==> config.mk <==
export PLATFORM = sky130hd
export DESIGN_NAME = stage2_maxpool
export DESIGN_NICKNAME = d
export VERILOG_FILES = /design/src/rtl/stage2_maxpool.sv
export SDC_FILE = /design/constraint.sdc
export NUM_CORES = 1
export LEC_CHECK = 0
export ABC_AREA = 1
export BUFFER_PORTS_ARGS = -buffer_cell sky130_fd_sc_hd__buf_2
export CAP_MARGIN = 20
export CORE_MARGIN = 1
export CORE_UTILIZATION = 43
export CTS_CLUSTER_DIAMETER = 200
export DETAILED_ROUTE_END_ITERATION = 8
export GPL_TIMING_DRIVEN = 0
export PLACE_DENSITY = 0.65
export SETUP_SLACK_MARGIN = 0.15
export SLEW_MARGIN = 25
export SYNTH_ARGS = -nofsm -noshare
export SYNTH_HDL_FRONTEND = slang
export SYNTH_SLANG_ARGS = --single-unit
==> constraint.sdc <==
create_clock -name clk -period 4.6 [get_ports clk]
set_input_delay 0.23 -clock clk [delete_from_list [all_inputs] [get_ports clk]]
set_output_delay 0.23 -clock clk [all_outputs]
set_load 0.01 [all_outputs]
==> src/rtl/stage2_maxpool.sv <==
// stage2_maxpool: streaming 2x2 / stride-2 max-pool with optional ReLU.
// Horizontal pair maxima of even rows are held in a line buffer for the odd row.
module stage2_maxpool #(
    parameter int CH    = 3,
    parameter int BW    = 16,
    parameter int IMG_W = 8,
    parameter int IMG_H = 8,
    parameter int RELU  = 1
) (
    input  logic             clk,
    input  logic             reset_n,
    input  logic             i_in_valid,
    input  logic [CH*BW-1:0] i_in_fmap,
    output logic             o_ot_valid,
    output logic [CH*BW-1:0] o_ot_fmap,
    output logic             o_frame_done
);

    localparam int CW = $clog2(IMG_W);
    localparam int RW = $clog2(IMG_H);
    localparam int LD = IMG_W / 2;
    localparam int LW = (LD > 1) ? $clog2(LD) : 1;

    logic [CW-1:0]    col;
    logic [RW-1:0]    row;
    logic [CH*BW-1:0] h;
    logic [CH*BW-1:0] pair;
    logic [CH*BW-1:0] pool;
    logic [CH*BW-1:0] lb_rd;
    logic [CH*BW-1:0] lb [LD];
    logic [LW-1:0]    lb_idx;
    logic             last_col;
    logic             last_row;

    function automatic logic [BW-1:0] max2(input logic [BW-1:0] a,
                                           input logic [BW-1:0] b);
        return ($signed(a) > $signed(b)) ? a : b;
    endfunction

    function automatic logic [BW-1:0] clamp(input logic [BW-1:0] v);
        return (RELU != 0 && v[BW-1]) ? '0 : v;
    endfunction

    assign last_col = (col == CW'(IMG_W - 1));
    assign last_row = (row == RW'(IMG_H - 1));
    assign lb_idx   = LW'(col >> 1);
    assign lb_rd    = lb[lb_idx];

    always_comb begin
        pair = '0;
        pool = '0;
        for (int c = 0; c < CH; c++) begin
            pair[c*BW +: BW] = max2(h[c*BW +: BW], i_in_fmap[c*BW +: BW]);
            pool[c*BW +: BW] = clamp(max2(lb_rd[c*BW +: BW], pair[c*BW +: BW]));
        end
    end

    // Every entry is rewritten in an even row before the odd row reads it.
    always_ff @(posedge clk) begin
        if (i_in_valid && col[0] && !row[0])
            lb[lb_idx] <= pair;
    end

    always_ff @(posedge clk or negedge reset_n) begin
        if (!reset_n) begin
            col          <= '0;
            row          <= '0;
            h            <= '0;
            o_ot_valid   <= 1'b0;
            o_ot_fmap    <= '0;
            o_frame_done <= 1'b0;
        end else begin
            o_ot_valid   <= 1'b0;
            o_frame_done <= 1'b0;
            if (i_in_valid) begin
                if (!col[0])
                    h <= i_in_fmap;
                if (col[0] && row[0]) begin
                    o_ot_valid   <= 1'b1;
                    o_ot_fmap    <= pool;
                    o_frame_done <= last_col && last_row;
                end
                if (last_col) begin
                    col <= '0;
                    row <= last_row ? '0 : row + 1'b1;
                end else begin
                    col <= col + 1'b1;
                end
            end
        end
    end

endmodule

==> flow_summary.ini <==
[timing]
tightestPinTransition_ns = 0.883
min_period_over_period = 0.913
post-route-min-period_ns = 4.20
max_freq_mhz = 238
finalHoldViolations = 0
slew_headroom = 0.411
setup_viol = 0
rsz0062_at_grt = no
fin_skew_ns = 0.0165
slew_viol_final = 0
hold-worst-slack_ns = 0.0206

[min_path]
min_path_cells = 3
worstHoldStart = i_in_fmap[39]
hold_path_class = in -> reg
hold_end = h[39]

[setup_path]
reg2reg_slack_ns = 0.40
startpoint_type = register
path_max_fanout = 10
r2r_cells = 27
crit_arrival_ns = 4.60
worstReg2RegEnd = o_ot_fmap[36]
cp_slowest_cell = dfrtp_1
crit_type = reg -> reg
r2r-start = h[43]
crit_start = h[43]
required_ns = 5.00
path_buf_inv = 2
critPathMaxStageDelay_ns = 0.39
cpMostUsedCell = nand2_1
critPathTopFamily = simple AND/OR/NAND/NOR gates
endpoint_kind = register

[clock_network]
clk_latency_ns = 0.51
cts_sinks = 293
htree_levels = 2
cts_inserted_buffers = 34
cts_root_buf = clkbuf_16
clk_path_buf_depth = 3
cts_tree = built
cts.clk_slew.worst_paths_ns = 0.06

[floorplan]
core_area_sq_mm = 0.0335
die_width_microns = 187
io-pin-count = 101
dieArea_sq_mm = 0.0348
start_util = 0.437
row_count = 67
fp.dieH_microns = 187

[grt]
grt_pass1_vias = 11300
grt_overflow = 0
antenna_found_initial = 0
grt_max_degree = 54
grt_pass1_wl_mm = 61.6
grt_util_all_layers = 0.225

[job]
cap_viol_max_count = 0

[detailed_routing]
routed_wl_mm = 39.0
viasPerCell = 5.41
firstDrtPassIters = 7
drtIter0Drc = 977
drc = 0
wl_per_cell_microns = 18.4
num_vias = 11400
ant_nets = 0

[placed_design]
dp_hpwl_mm = 27.4
gp_congestion = 0.881
portBuffers = 97

[final_layout]
drive_gt1_frac = 0.176
nets = 1791
area_growth_pct = 19.7
fill_cells = 2968
n_antenna_cell = 0

[synth]
synth_top_flop_cell = edfxtp_1
syn_area_sq_mm = 0.0146
async_flop_share = 0.345
synth_cell_types = 42
synth-edff-count = 192
ys_ff_latch = 293
ys_seq_area_frac = 0.566
ys.warnings.count = 0
postSynthAreaPerCell_sq_um = 9.91
syn_inst = 1477

[outcome]
status = finished clean
tightest hold or removal path, stage by stage:
cell and delay [ns]:
buf_2 0.10, inv_1 0.06, o21ai_0 0.09
cells in the mapped netlist, types with 3 or more instances:
library cell,instances,area (sq um)
a211oi_1,5,37.5
a21oi_1,31,155
a221oi_1,5,43.8
a22oi_1,14,105
buf_1,8,30.0
buf_2,5,25.0
buf_4,6,45.0
buf_6,3,33.8
clkbuf_1,38,143
dfrtp_1,101,2530
edfxtp_1,192,5770
ha_1,97,1210
inv_1,154,578
inv_2,3,11.3
nand2_1,375,1410
nand2_2,10,62.6
nand3_1,55,275
nand3_2,17,170
nand4_1,66,413
nor2_1,72,270
o21a_1,3,22.5
o21ai_0,97,485
o21bai_1,4,30.0
o22ai_1,75,469
or2_2,12,75.1
cell usage in the layout, fill, tap and decap left out, types with 8 or more instances in the layout:
cell type / instances
a21oi_1: 28
nand3_1: 53
dfrtp_1: 101
nor2_1: 68
inv_1: 153
clkbuf_1: 23
buf_16: 9
nand4_1: 66
a22oi_1: 14
clkbuf_2: 16
buf_2: 101
ha_1: 95
clkbuf_16: 35
nand3_2: 17
o21ai_0: 80
clkinv_1: 8
o22ai_1: 75
nand2_1: 374
nand2_2: 9
buf_4: 24
edfxtp_1: 192
or2_2: 12
sequential cells by signal, indices dropped and copies added, names as in the netlist:
name	cells
col	3
h	48
lb	192
o_frame_done	1
o_ot_fmap	45
o_ot_valid	1
row	3
cells by family after synthesis:
logic type      share of synthesized area
buf+inv                            0.0610
simple gates                        0.195
flops                               0.566
fa+ha+maj                          0.0829
compound gates                     0.0949
other cells                      0.000256
how the worst max path moves through the flow:
stage                     to  slack [ns]  cells past startpoint
6_report       o_ot_fmap[36]        0.40                     27
5_1_grt        o_ot_fmap[43]        0.12                     27
4_1_cts        o_ot_fmap[43]        0.16                     29
3_5_place_dp   o_ot_fmap[17]       -0.44                     24
3_3_place_gp       lb[0][26]       -1.29                      5
2_1_floorplan  o_ot_fmap[36]        0.63                     27
per-layer routing:
metal  GRT usage  part of all wire  vias up
li1            -                 -     5472
met1       0.316              0.45     5537
met2       0.363              0.46      380
met3      0.0344             0.068       55
met4      0.0590             0.020        0
met5           0                 0        -
repair_timing:
| item | CTS | global route |
|---|---|---|
| endpoints found under the setup margin | 45 | 45 |
| gates resized for setup | 29 | 78 |
| buffers inserted | 5 | 12 |
| pin swaps | 3 | 16 |
| hold endpoints to repair | 53 | 0 |
| hold buffers | 5 | 0 |
final cells by class:
class | instances | area (sq um) | area share
plain buffers | 60 | 362 | 0.0206
clock buffers | 41 | 898 | 0.0512
clock inverters | 20 | 208 | 0.0118
inverters | 159 | 599 | 0.0342
multi-input cells | 966 | 5680 | 0.324
flip-flops and latches | 293 | 8290 | 0.473
well taps | 448 | 561 | 0.0320
repair buffers | 129 | 932 | 0.0532
per-stage QoR:
| stage | area [sq um] | std cells | utilization | setup WS, ns | TNS (ns) |
|---|---|---|---|---|---|
| floorplan | 14700 | 1479 | - | 0.632 | 0 |
| global placement | 15700 | 2024 | 0.468 | -1.29 | -243.69 |
| detailed placement | 16000 | 2034 | 0.477 | -0.445 | -14.35 |
| CTS | 17200 | 2104 | 0.514 | 0.157 | 0 |
| global route | 17500 | 2116 | 0.523 | 0.118 | 0 |
| finish | 17500 | 2116 | 0.523 | 0.400 | 0 |
Power is not shown: default switching activity piles up to over one toggle a cycle in this logic, so the estimate is an artifact.
